<file path="src/rtl/jtag_dr_ir_chain.sv">
// JTAG instruction register plus BYPASS/IDCODE/USER data registers, driven by
// the TAP controller's current state in the tck domain.
module jtag_dr_ir_chain #(
    parameter logic [31:0] IDCODE_VALUE = 32'h000FAF01,
    parameter int unsigned USER_WIDTH   = 8,
    parameter logic [3:0]  IR_CAPTURE   = 4'b0101
) (
    input  logic                  tck,
    input  logic                  trst_n,
    input  logic [4:0]            tap_state,
    input  logic                  tdi,
    output logic                  tdo,
    output logic                  tdo_oe,
    output logic [3:0]            ir_value,
    input  logic [USER_WIDTH-1:0] user_dr_in,
    output logic [USER_WIDTH-1:0] user_dr_out,
    output logic                  user_dr_update,
    output logic                  abort_pulse
);

    localparam int unsigned IR_W     = 4;
    localparam int unsigned DR_W     = 32;
    localparam int unsigned USER_MSB = USER_WIDTH - 1;

    localparam logic [4:0] TS_TLR    = 5'h00;
    localparam logic [4:0] TS_CAP_DR = 5'h04;
    localparam logic [4:0] TS_CAP_IR = 5'h05;
    localparam logic [4:0] TS_SH_DR  = 5'h06;
    localparam logic [4:0] TS_SH_IR  = 5'h07;
    localparam logic [4:0] TS_UPD_DR = 5'h0E;
    localparam logic [4:0] TS_UPD_IR = 5'h0F;

    localparam logic [IR_W-1:0] IR_ABORT  = 4'b1000;
    localparam logic [IR_W-1:0] IR_USER   = 4'b1010;
    localparam logic [IR_W-1:0] IR_IDCODE = 4'b1110;

    typedef enum logic [1:0] {
        DR_BYPASS = 2'd0,
        DR_IDCODE = 2'd1,
        DR_USER   = 2'd2
    } dr_sel_e;

    logic [IR_W-1:0]       ir_shift_q, ir_shift_d;
    logic [IR_W-1:0]       ir_value_q, ir_value_d;
    logic [DR_W-1:0]       dr_shift_q, dr_shift_d;
    logic [USER_WIDTH-1:0] user_dr_out_q, user_dr_out_d;
    logic                  user_dr_update_q, user_dr_update_d;
    logic                  abort_pulse_q, abort_pulse_d;
    dr_sel_e               dr_sel;
    logic [DR_W-1:0]       dr_shifted;

    // Any instruction other than IDCODE/USER routes the DR scan through BYPASS.
    always_comb begin
        dr_sel = DR_BYPASS;
        if (ir_value_q == IR_IDCODE) begin
            dr_sel = DR_IDCODE;
        end else if (ir_value_q == IR_USER) begin
            dr_sel = DR_USER;
        end
    end

    always_comb begin
        ir_shift_d       = ir_shift_q;
        ir_value_d       = ir_value_q;
        dr_shift_d       = dr_shift_q;
        user_dr_out_d    = user_dr_out_q;
        user_dr_update_d = 1'b0;
        abort_pulse_d    = 1'b0;
        dr_shifted       = {1'b0, dr_shift_q[DR_W-1:1]};

        case (tap_state)
            TS_TLR: begin
                ir_value_d = IR_IDCODE;
            end
            TS_CAP_IR: begin
                ir_shift_d = IR_CAPTURE;
            end
            TS_SH_IR: begin
                ir_shift_d = {tdi, ir_shift_q[IR_W-1:1]};
            end
            TS_UPD_IR: begin
                ir_value_d    = ir_shift_q;
                abort_pulse_d = (ir_shift_q == IR_ABORT);
            end
            TS_CAP_DR: begin
                case (dr_sel)
                    DR_IDCODE: dr_shift_d    = IDCODE_VALUE;
                    DR_USER:   dr_shift_d    = DR_W'(user_dr_in);
                    default:   dr_shift_d[0] = 1'b0;
                endcase
            end
            TS_SH_DR: begin
                // tdi enters at the top of the selected register's length
                dr_shift_d = dr_shifted;
                case (dr_sel)
                    DR_IDCODE: dr_shift_d[DR_W-1]   = tdi;
                    DR_USER:   dr_shift_d[USER_MSB] = tdi;
                    default:   dr_shift_d[0]        = tdi;
                endcase
            end
            TS_UPD_DR: begin
                if (dr_sel == DR_USER) begin
                    user_dr_out_d    = dr_shift_q[USER_WIDTH-1:0];
                    user_dr_update_d = 1'b1;
                end
            end
            default: ;
        endcase
    end

    always_ff @(posedge tck) begin
        if (!trst_n) begin
            ir_shift_q       <= '0;
            ir_value_q       <= IR_IDCODE;
            dr_shift_q       <= '0;
            user_dr_out_q    <= '0;
            user_dr_update_q <= 1'b0;
            abort_pulse_q    <= 1'b0;
        end else begin
            ir_shift_q       <= ir_shift_d;
            ir_value_q       <= ir_value_d;
            dr_shift_q       <= dr_shift_d;
            user_dr_out_q    <= user_dr_out_d;
            user_dr_update_q <= user_dr_update_d;
            abort_pulse_q    <= abort_pulse_d;
        end
    end

    // Serial output is valid in the shift state ahead of the shifting edge.
    always_comb begin
        tdo    = 1'b0;
        tdo_oe = 1'b0;
        if (tap_state == TS_SH_IR) begin
            tdo    = ir_shift_q[0];
            tdo_oe = 1'b1;
        end else if (tap_state == TS_SH_DR) begin
            tdo    = dr_shift_q[0];
            tdo_oe = 1'b1;
        end
    end

    assign ir_value       = ir_value_q;
    assign user_dr_out    = user_dr_out_q;
    assign user_dr_update = user_dr_update_q;
    assign abort_pulse    = abort_pulse_q;

endmodule

</file>
<file path="config.mk">
export PLATFORM = sky130hd
export DESIGN_NAME = jtag_dr_ir_chain
export DESIGN_NICKNAME = d
export VERILOG_FILES = /design/src/rtl/jtag_dr_ir_chain.sv
export SDC_FILE = /design/constraint.sdc
export NUM_CORES = 1
export LEC_CHECK = 0
export ABC_CLOCK_PERIOD_IN_PS = 2800
export CAP_MARGIN = 30
export CORE_MARGIN = 4
export CORE_UTILIZATION = 55
export CTS_CLUSTER_DIAMETER = 150
export CTS_CLUSTER_SIZE = 28
export DETAILED_ROUTE_END_ITERATION = 10
export PLACE_DENSITY = 0.82
export SYNTH_ARGS = -nofsm -noshare
export SYNTH_HDL_FRONTEND = slang
export SYNTH_SLANG_ARGS = --single-unit
</file>
<file path="constraint.sdc">
create_clock -name tck -period 2.8 [get_ports tck]
set_input_delay 0.42 -clock tck [delete_from_list [all_inputs] [get_ports tck]]
set_output_delay 0.42 -clock tck [all_outputs]
set_load 0.05 [all_outputs]
</file>
### After elaboration in Yosys (flattened, before gate mapping)

Index checks and enable logic that the tools add are counted.

* bits in registers: 50
* word-level logic and storage cells: 43

* equality and inequality tests: 12
* mux-type cells: 15
* reduce and logical (&&, ||, !) cells: 9

Operators by type and width (number)
* $pmux 32 s2: 1
* $pmux 31 s2: 1
* $eq 5x3->1 const B: 4
* $pmux 4 s2: 2
* $eq 4x4->1 const B: 3
* $eq 5x4->1 const B: 2
* $mux 1: 8
* $reduce_and 2->1: 4
* $reduce_bool 2->1: 3
* $logic_not 5->1: 1
* $mux 2: 2
* $ne 3x3->1 const B: 1
* $eq 2x1->1 const B: 1
* $eq 2x2->1 const B: 1
* $pmux 1 s2: 1
* $reduce_or 2->1: 1

### Logic depth before layout (Yosys ltp)

Gate-level depths: netlist of run 1.

* depth in word-level cells: 7
* gate-level depth with buffers: 6
* depth with buffers taken out: 4

### Worst setup path after synthesis of run 1

Ideal clock, no wire load.

* kind: input -> output
* from: in tap_state[1]
* to: out tdo
* slack: 0.430 ns
* arrival time: 1.950 ns
* stages on the path: 3
* path through: clkbuf_1 > and2_1 > nor2b_1

* longest elaborated chain between the ends: 3
* elaborated cells on any way between the ends: 4

RTL lines
* from (decl): RTL line 10 `input logic [4:0] tap_state,`
* $eq 5x3->1: RTL line 136 `end else if (tap_state == TS_SH_DR) begin`
* $mux 1: RTL line 136
* $mux 1 (*): RTL line 133 `if (tap_state == TS_SH_IR) begin`
* to (decl): RTL line 12 `output logic tdo,`

Mark *: on every way between the ends. The rest lies on a longest branch, timed or not.

### Worst setup path in the final report of run 1

* from: in tap_state[2]
* to: out tdo

The elaborated chain is that of the path after synthesis.

==> metrics.yaml, run 1 <==
layout:
  layout-drive-gt1-share_pct: 8.642
  utilization_pct: 70.65
  syn_to_final_growth_pct: 22.07
  final_area_sq_um: 2395
  diodes: 0
  fin_cells: 289
  final_nets: 258
synthesis:
  synth_compound_area_share_pct: 21.05
  synthSimpleGateAreaFrac_pct: 17.35
  synth-seq-area-share_pct: 51.02
  synth-adder-area-share_pct: 0
  yosysWarnings: 0
  ys_top_cells_by_count: "dfxtp_1 (50), nor2_1 (30), o21ai_0 (30)"
  synth_edf_count: 0
  synth_top_area_share_pct: 51.02
  muxShareOfSynthArea_pct: 6.250
  netlist_instances: 211
  synth_top_area_cell: "dfxtp_1"
  synth.distinct_cells: 36
  syn_area_sq_um: 1962
  synthTopCellsByArea: "dfxtp_1 (51%), o21ai_0 (7.7%), nor2_1 (5.7%)"
  synth_xor_area_share_pct: 0
  synthArstFlopShare_pct: 0
  postSynthAreaPerCell_sq_um: 9.298
  synthFlopType: "dfxtp_1"
  ys_ff_latch: 50
  yosysMostFrequentCell: "dfxtp_1"
  synth_top_family_by_area: "compound AO/OA/AOI/OAI gates"
  syn_nets: 227
timing:
  rsz0062_at_grt: "false"
  slew_headroom_pct: 63.91
  setup_viol: 0
  fin_worst_skew_ps: 8.900
  tightest_slew_ps: 541.4
  fmax_ghz: 0.4230
  setup-tns-final_ps: 0
  post-route-period-util_pct: 84.42
  final-hold-violation-count: 0
  period_needed_ps: 2364
  maxSlewViolCount: 0
run_status:
  status: "complete, no violations"
clock_network:
  tritoncts: "built"
  cts_hold_buf: 0
  clkSlewWorstSetupHoldPaths_ps: 140
  post_cts_resized: 0
  cts_buffers: 5
  clock_latency_ps: 360
  root_buffer: "clkbuf_4"
  numClockSinks: 50
  cts_buffer_depth: 2
  htree_levels: 2
  cts_setup_buffers: 0
setup_path:
  cp-end-kind: "output pin"
  worstPathArrival_ps: 1940
  cp_top_family: "simple AND/OR/NAND/NOR gates"
  cp_max_fo: 5
  cp.buffers_inverters: 2
  worstSetupPathType: "in -> out"
  required_ps: 2380
  cp_cell_sequence: "clkdlybuf4s50_1 -> nor3b_1 -> and2_1 -> nor2b_1 -> buf_12"
  worstSetupStartpointType: "input pin"
  cp_slowest_cell: "clkdlybuf4s50_1"
  max_stage_delay_ps: 530
drt:
  routed-via-count: 1639
  wl_met3_microns: 226
  wl_per_cell_microns: 14.22
  drt-met1-wl_mm: 1.882
  top_layer: "met4"
  met2WireLength_mm: 1.956
  antenna_left: 0
  drc: 0
  drtIter0Drc: 98
  drt_wl_total_mm: 4.109
  routed_via_density: 5.671
  first_pass_iters: 4
floorplanning:
  fp.dieW_microns: 67.73
  core-area_sq_um: 3390
  die_y_microns: 67.73
  ios: 32
  start_util_pct: 57.88
  dieArea_sq_um: 4587
  rows: 21
placed_design:
  dp_hpwl_mm: 2.899
  place_congestion: 0.7835
  place_area_sq_um: 2340
  dp_cells: 281
  io_buffers: 31
grt:
  grt_max_degree: 27
  grt_pass1_wl_mm: 7.134
  grt_pass1_vias: 1544
  grt_usage_pct: 20.40
  overflow: 0
  antenna_found_initial: 0
power_and_ir_drop:
  p_seq_share_pct: 64.1
  peakVddDrop_mv: 0.3787
  switching_power_uw: 275.4
  powerDensity_nw_per_um2: 476.2
  p_clk_share_pct: 27.7
  p_leak_nw: 0.8615
  p_sw_share_pct: 24.15
  p_int_uw: 865.0
  comb_power_share_pct: 8.2
run:
  maxCapViolCount: 0
worst_hold_path:
  hold_class: "reg -> reg"
## cell families (layout without fill, tap and decap cells)
family	after synthesis	in the layout
mux	12	12
flops	50	50
simple gates	65	65
buf+inv	19	51
compound gates	65	65
## tightest hold or removal path, delay by kind of cell, from the launching register on
family | cells | cell delay, ps
DFF | 1 | 340
AOI/OAI and AO/OA | 1 | 50
and+or+nand+nor | 1 | 60
## layout by cell type (no fill, tap or decap), types with 2 or more instances in the layout
cell,netlist,layout
dfxtp_1,50,50
nor2_1,30,30
o21ai_0,30,30
clkdlybuf4s50_1,0,29
nand3_1,13,13
a22oi_1,13,13
mux2i_1,10,10
a221oi_1,7,7
a21oi_1,6,6
buf_4,1,6
nand2_1,5,5
inv_1,5,5
clkbuf_4,0,5
and2_1,3,3
o22a_1,3,3
a311oi_1,2,2
nor4_1,2,2
mux2_2,2,2
## final cells by class
| class | count | area [sq um] |
|---|---|---|
| inverter | 6 | 22.52 |
| tap | 46 | 57.56 |
| multi-input combinational | 142 | 875.8 |
| fill | 284 | 994.7 |
| sequential | 50 | 1001 |
| timing repair buffer | 37 | 382.9 |
| clock inverter | 2 | 13.76 |
| clock buffer | 6 | 41.29 |
## power by group through the flow
stage               Sequential, mW  Combinational (mW)  Clock (mW)
finish                       0.731              0.0941       0.316
floorplan                    0.748              0.0478           0
global placement             0.746              0.0899           0
global route                 0.734               0.103       0.360
detailed placement           0.747              0.0931           0
CTS                          0.731              0.0938       0.326
## state kept, by name (all words and copies together), names as in the netlist
| name | cells |
|---|---|
| abort_pulse | 1 |
| ir_shift_q | 4 |
| dr_shift_q | 32 |
| ir_value | 4 |
| user_dr_update | 1 |
| user_dr_out | 8 |
## worst paths after layout
check	cells past startpoint	to	startpoint	slack, ps
setup reg to reg	4	user_dr_out[5]	ir_value[2]	1080
hold / removal	2	dr_shift_q[31]	dr_shift_q[31]	470
hold reg to reg	2	dr_shift_q[31]	dr_shift_q[31]	470
setup / recovery	5	tdo	tap_state[2]	440
## per-stage QoR
stage	power [mW]	setup slack, ps	hold WS (ps)
2_1_floorplan	0.7956	429.8	431.6
3_5_place_dp	0.8397	456.4	453.6
6_report	1.140	436.2	473.1
3_3_place_gp	0.8362	503.2	447.3
5_1_grt	1.196	354.3	500.9
4_1_cts	1.151	450.9	474.2
## per-layer routing
layer	vias up	track usage, %
li1	830	-
met1	772	26.69
met2	32	32.69
met3	5	5.824
met4	0	5.570
met5	-	0
Note: power is estimated with default switching activity, not from simulation.
==> run 2, diff against run 1 <==
==> config.mk (replaced) <==
export PLATFORM = sky130hd
export DESIGN_NAME = jtag_dr_ir_chain
export DESIGN_NICKNAME = d
export VERILOG_FILES = /design/src/rtl/jtag_dr_ir_chain.sv
export SDC_FILE = /design/constraint.sdc
export NUM_CORES = 1
export LEC_CHECK = 0
export ABC_CLOCK_PERIOD_IN_PS = 2000
export CAP_MARGIN = 30
export CORE_MARGIN = 4
export CORE_UTILIZATION = 47
export CTS_CLUSTER_DIAMETER = 150
export CTS_CLUSTER_SIZE = 28
export DETAILED_ROUTE_END_ITERATION = 10
export PLACE_DENSITY = 0.74
export SYNTH_ARGS = -nofsm -noshare
export SYNTH_HDL_FRONTEND = slang
export SYNTH_SLANG_ARGS = --single-unit
==> constraint.sdc (replaced) <==
create_clock -name tck -period 2 [get_ports tck]
set_input_delay 0.3 -clock tck [delete_from_list [all_inputs] [get_ports tck]]
set_output_delay 0.3 -clock tck [all_outputs]
set_load 0.05 [all_outputs]
==> run 2 against run 1 <==
Setup slack got worse by 300 ps. Power up 50%. Flip-flop and latch count unchanged. Register-to-register slack got worse by 790 ps. Final cell count increased by 4.2%. Combinational power up 49%. Core utilization fell by 8.2 points. Non-clock buffer count grew 9. Via count rose by 2.6%. Critical path depth unchanged. Routed wire length is 4.2% higher. Critical path type unchanged. Largest cell class unchanged.
==> metrics.yaml, run 2 (synthesis gave the netlist of run 1 again) <==
run_status:
  status: "complete, no violations"
power_and_ir_drop:
  peakVddDrop_mv: 0.4149  # +9.6%
  finalPower_mw: 1.716  # +50%
  p_sw_share_pct: 23.21  # -0.94 points
  p_leak_nw: 0.9127  # +5.9%
  p_clk_share_pct: 32.3  # +4.6 points
  switching_power_uw: 398.2  # +45%
  p_seq_share_pct: 59.5  # -4.6 points
  comb_power_share_pct: 8.2  # about the same
  p_int_mw: 1.318  # +52%
  powerDensity_nw_per_um2: 681.6  # +43%
clock_network:
  cts_setup_buffers: 0  # unchanged
  cts_hold_buf: 0  # unchanged
  clock_latency_ps: 300  # -60 ps
  cts_buffers: 5  # unchanged
  htree_levels: 2  # unchanged
  cts_buffer_depth: 2  # unchanged
  numClockSinks: 50  # unchanged
  post_cts_resized: 0  # unchanged
  clkSlewWorstSetupHoldPaths_ps: 80  # -60 ps
  root_buffer: "clkbuf_8"
  tritoncts: "built"
layout:
  final_nets: 267  # +3.5%
  final_cell_mix: "dfxtp_1 (50), nor2_1 (30), o21ai_0 (30), clkdlybuf4s50_1 (29)"
  fill_cells: 367  # +29%
  diodes: 0  # unchanged
  layout_commonest_cell: "dfxtp_1"
  regMostFlops: "dr_shift_q"
  utilization_pct: 62.48  # -8.2 points
  largest_reg_flops: 32  # unchanged
  layout-drive-gt1-share_pct: 12.35  # +3.7 points
  syn_to_final_growth_pct: 28.32
grt:
  grt_usage_pct: 17.44  # -3.0 points
  overflow: 0  # unchanged
  grt_pass1_wl_mm: 7.279  # +2.0%
  grt_max_degree: 24  # -11%
  grt_pass1_vias: 1606  # +4.0%
  antenna_found_initial: 0  # unchanged
placed_design:
  place_congestion: 0.7275  # -7.1%
  place_ws_ps: 17.19  # -439.2 ps
  dp_hpwl_mm: 2.962  # +2.2%
  io_buffers: 31  # unchanged
drt:
  routed-via-count: 1682  # +2.6%
  antenna_left: 0  # unchanged
  drc: 0  # unchanged
  first_pass_iters: 4  # unchanged
  drt_wl_total_mm: 4.281  # +4.2%
  wl_per_cell_microns: 14.22  # about the same
  routed_via_density: 5.588  # -1.5%
  drtIter0Drc: 102  # +4.1%
setup_path:
  cp_max_fo: 5  # unchanged
  worstPathArrival_ps: 1560  # -380 ps
  worstSetupStartpointType: "input pin"
  required_ps: 1700  # -680 ps
  cp.buffers_inverters: 2  # unchanged
  worstSetupPathType: "in -> out"
  cp-end-kind: "output pin"
  cp_cell_sequence: "clkdlybuf4s50_1 -> nor3b_2 -> and2_1 -> nor2b_2 -> buf_12"
  cp_slowest_cell: "clkdlybuf4s50_1"
  max_stage_delay_ps: 520  # about the same
  cp_top_family: "buffers and inverters"
floorplanning:
  rows: 23  # +9.5%
  fp.dieW_microns: 72.61  # +7.2%
  start_util_pct: 48.70  # -9.2 points
  dieArea_sq_um: 5272  # +15%
  core-area_sq_um: 4029  # +19%
  die_y_microns: 72.61  # +7.2%
  ios: 32  # unchanged
timing:
  hold_ws_ps: 470.5  # -2.608 ps
  fmax_ghz: 0.5368
  slew_headroom_pct: 64.83  # +0.93 points
  fin_ws_ps: 137.1  # -299.1 ps
  setup_viol: 0  # unchanged
  final-hold-violation-count: 0  # unchanged
  tightest_slew_ps: 527.5  # -13.88 ps
  post-route-period-util_pct: 93.14
  period_needed_ps: 1863
  rsz0062_at_grt: "false"
  maxSlewViolCount: 0  # unchanged
  setup-tns-final_ps: 0  # unchanged
  fin_worst_skew_ps: 6.584  # -2.316 ps
run:
  maxCapViolCount: 0  # unchanged
worst_hold_path:
  hold_class: "reg -> reg"
==> run 2: cell type report <==
cell class	instances	area (sq um)	share of cell area, %
clock buffers	6	72.57	2.883
clock inverters	1	7.507	0.2982
multi-input cells	142	883.3	35.09
inverters	6	22.52	0.8946
well taps	50	62.56	2.485
flip-flops and latches	50	1001	39.76
repair buffers	46	467.9	18.59
==> run 2: metrics by stage <==
step / std cells / instance area, sq um
after floorplan: 211 / 1964
after global placement: 294 / 2432
after detailed placement: 294 / 2432
after CTS: 301 / 2512
after global routing: 301 / 2517
final: 301 / 2517
==> run 2: tightest hold or removal path, stage by stage, from the launching register on <==
cell	delay, ps
dfxtp_1	320
nand2_1	50
a21oi_1	60
==> run 2: power by group through the flow <==
stage	registers [mW]	logic (mW)	clock network, mW
2_1_floorplan	1.05	0.0672	0
3_3_place_gp	1.04	0.138	0
3_5_place_dp	1.05	0.139	0
4_1_cts	1.02	0.140	0.567
5_1_grt	1.02	0.153	0.605
6_report	1.02	0.140	0.554
==> run 2: final timing paths <==
check	startpoint	end	slack, ps	cells past startpoint
max	tap_state[3]	tdo	140	5
max reg2reg	ir_value[2]	dr_shift_q[7]	290	4
min	dr_shift_q[31]	dr_shift_q[31]	470	2
min reg2reg	dr_shift_q[31]	dr_shift_q[31]	470	2
==> run 2: per-layer routing <==
| layer | global-route usage (%) | vias up | wire (microns) | part of all wire (%) |
|---|---|---|---|---|
| met5 | 0 | - | 0 | 0 |
| met4 | 5.943 | 0 | 44 | 1.0 |
| met3 | 5.785 | 4 | 240 | 5.6 |
| met2 | 28.86 | 36 | 1981 | 46 |
| met1 | 21.22 | 803 | 2014 | 47 |
| li1 | - | 839 | - | - |
==> run 3, diff against run 2 <==
--- a/config.mk
+++ b/config.mk
@@ -7,12 +7,15 @@
 export LEC_CHECK = 0
 export ABC_CLOCK_PERIOD_IN_PS = 2000
 export CAP_MARGIN = 30
+export CELL_PAD_IN_SITES_DETAIL_PLACEMENT = 1
+export CELL_PAD_IN_SITES_GLOBAL_PLACEMENT = 1
+export CORE_ASPECT_RATIO = 1.75
 export CORE_MARGIN = 4
-export CORE_UTILIZATION = 47
+export CORE_UTILIZATION = 36
 export CTS_CLUSTER_DIAMETER = 150
 export CTS_CLUSTER_SIZE = 28
 export DETAILED_ROUTE_END_ITERATION = 10
-export PLACE_DENSITY = 0.74
+export PLACE_DENSITY_LB_ADDON = 0.1
 export SYNTH_ARGS = -nofsm -noshare
 export SYNTH_HDL_FRONTEND = slang
 export SYNTH_SLANG_ARGS = --single-unit
==> run 3 against run 2 <==
Core utilization is 14 points lower. Sequential power barely moved. Via count up 2.7%. Flip-flop and latch count unchanged. Largest power group unchanged. Non-clock buffer count stayed put. Setup slack gained 8.5 ps. Final cell count rose by 8.3%. Register-to-register slack better by 50 ps. Power grew 4.8%. Critical path depth unchanged.
==> metrics.yaml, run 3 (synthesis gave the netlist of run 1 again) <==
clock_network:
  tritoncts: "built"
  cts_hold_buf: 0  # unchanged
  cts_buffers: 5  # unchanged
  numClockSinks: 50  # unchanged
  clkSlewWorstSetupHoldPaths_ps: 90  # about the same
  clock_latency_ps: 310  # about the same
  cts_buffer_depth: 2  # unchanged
  root_buffer: "clkbuf_8"
  htree_levels: 2  # unchanged
placed_design:
  dp_hpwl_mm: 3.920  # +32%
  io_buffers: 31  # unchanged
  place_ws_ps: 11.09  # -6.100 ps
  place_congestion: 0.8001  # +10%
power_and_ir_drop:
  p_clk_share_pct: 35.1  # +2.8 points
  finalPower_mw: 1.799  # +4.8%
  p_seq_share_pct: 56.9  # -2.6 points
  p_sw_share_pct: 24.16  # +0.95 points
  peakVddDrop_mv: 0.4062  # -2.1%
  powerDensity_nw_per_um2: 700.9  # +2.8%
  comb_power_share_pct: 8.0  # -0.2 points
  p_int_mw: 1.364  # +3.5%
  switching_power_uw: 434.6  # +9.1%
  p_leak_nw: 0.9273  # +1.6%
layout:
  ff_latch_area_sq_um: 1001  # unchanged
  layout_commonest_cell: "dfxtp_1"
  multi_input_area_sq_um: 883.3  # unchanged
  layout-drive-gt1-share_pct: 13.10  # +0.74 points
  fill_cells: 632  # +72%
  diodes: 0  # unchanged
  final_cell_mix: "dfxtp_1 (50), nor2_1 (30), o21ai_0 (30), clkdlybuf4s50_1 (29)"
  regMostFlops: "dr_shift_q"
  final_nets: 267  # unchanged
  utilization_pct: 48.43  # -14 points
  syn_to_final_growth_pct: 30.80
  largest_reg_flops: 32  # unchanged
worst_hold_path:
  min_from: "dr_shift_q[31]"
  holdPathEnd: "dr_shift_q[31]"
  hold_path_depth: 2  # unchanged
  hold_class: "reg -> reg"
timing:
  fin_ws_ps: 145.6  # +8.504 ps
  hold_ws_ps: 471.9  # +1.404 ps
  slew_headroom_pct: 65.57  # +0.74 points
  fin_worst_skew_ps: 10.26  # +3.678 ps
  setup_viol: 0  # unchanged
  setup-tns-final_ps: 0  # unchanged
  final-hold-violation-count: 0  # unchanged
  maxSlewViolCount: 0  # unchanged
  post-route-period-util_pct: 92.72  # -0.43 points
  rsz0062_at_grt: "false"
  fmax_ghz: 0.5393  # +0.46%
  tightest_slew_ps: 516.5  # -11.03 ps
  period_needed_ps: 1854  # -8.504 ps
grt:
  antenna_found_initial: 0  # unchanged
  grt_usage_pct: 16.53  # -0.91 points
  grt_pass1_vias: 1871  # +17%
  grt_pass1_wl_mm: 8.970  # +23%
  overflow: 0  # unchanged
  grt_max_degree: 20  # -17%
setup_path:
  worstSetupPathType: "in -> out"
  cp_max_fo: 5  # unchanged
  r2r_slack_ps: 340  # +50 ps
  timing.rr.start: "ir_value[2]"
  cp_slowest_cell: "clkdlybuf4s50_1"
  cp_cell_sequence: "clkdlybuf4s50_1 -> nor3b_2 -> and2_1 -> nor2b_2 -> buf_12"
  required_ps: 1700  # about the same
  rr_worst_depth: 4  # unchanged
  worstSetupStartpointType: "input pin"
  worstPathArrival_ps: 1550  # about the same
  reg2reg_to: "dr_shift_q[2]"
  critical_path.startpoint: "tap_state[2]"
  cp-end-kind: "output pin"
  max_stage_delay_ps: 540  # +20 ps
floorplanning:
  fp.dieW_microns: 63.81  # -12%
  ios: 32  # unchanged
  core-area_sq_um: 5299  # +32%
  rows: 35  # +52%
  start_util_pct: 37.02  # -12 points
  die_y_microns: 105.7  # +46%
  dieArea_sq_um: 6741  # +28%
drt:
  drtIter0Drc: 86  # -16%
  routed-via-count: 1727  # +2.7%
  routed_via_density: 5.298  # -5.2%
  first_pass_iters: 4  # unchanged
  antenna_left: 0  # unchanged
  drc: 0  # unchanged
  wl_per_cell_microns: 15.70  # +10%
  drt_wl_total_mm: 5.119  # +20%
run:
  maxCapViolCount: 0  # unchanged
run_status:
  status: "complete, no violations"
run 3: worst max path at each step:
| stage | endpoint | slack [ps] | cells past startpoint |
|---|---|---|---|
| 4_1_cts | tdo | 80 | 5 |
| 6_report | tdo | 150 | 5 |
| 5_1_grt | tdo | 60 | 5 |
| 3_5_place_dp | dr_shift_q[6] | 10 | 7 |
| 3_3_place_gp | dr_shift_q[7] | 50 | 6 |
| 2_1_floorplan | tdo | 90 | 3 |
run 3: final cells by class:
class,count,area share [%]
inverters,6,0.8776
flip-flops and latches,50,39.01
well taps,74,3.608
clock inverters,2,0.6338
repair buffers,46,18.24
clock buffers,6,3.218
multi-input cells,142,34.42
run 3: critical path: cells and delay by family:
family	cells	cell delay, ps
AND/OR/NAND/NOR	3	560
buffers and inverters	2	690
run 3: power by group through the flow:
| stage | clock [mW] | combinational, mW | sequential, mW |
|---|---|---|---|
| after floorplan | 0 | 0.0672 | 1.05 |
| after global routing | 0.699 | 0.158 | 1.03 |
| after CTS | 0.655 | 0.144 | 1.02 |
| after detailed placement | 0 | 0.144 | 1.05 |
| final | 0.631 | 0.144 | 1.02 |
| after global placement | 0 | 0.139 | 1.05 |
run 3: metrics by stage:
stage,instances,cell area [sq um]
floorplan,211,1964
global placement,318,2462
detailed placement,318,2462
CTS,326,2561
global route,326,2566
finish,326,2566
run 3: routing by layer:
| metal | vias up | wire (microns) | track usage [%] |
|---|---|---|---|
| li1 | 847 | - | - |
| met1 | 833 | 2041 | 17.93 |
| met2 | 38 | 2794 | 30.87 |
| met3 | 9 | 168 | 3.092 |
| met4 | 0 | 115 | 5.873 |
| met5 | - | 0 | 0 |
run 3: timing repair:
item,in CTS,in global routing
endpoints found under the setup margin,0,1
buffers inserted,0,0
gates resized for setup,0,1
hold endpoints to repair,0,0
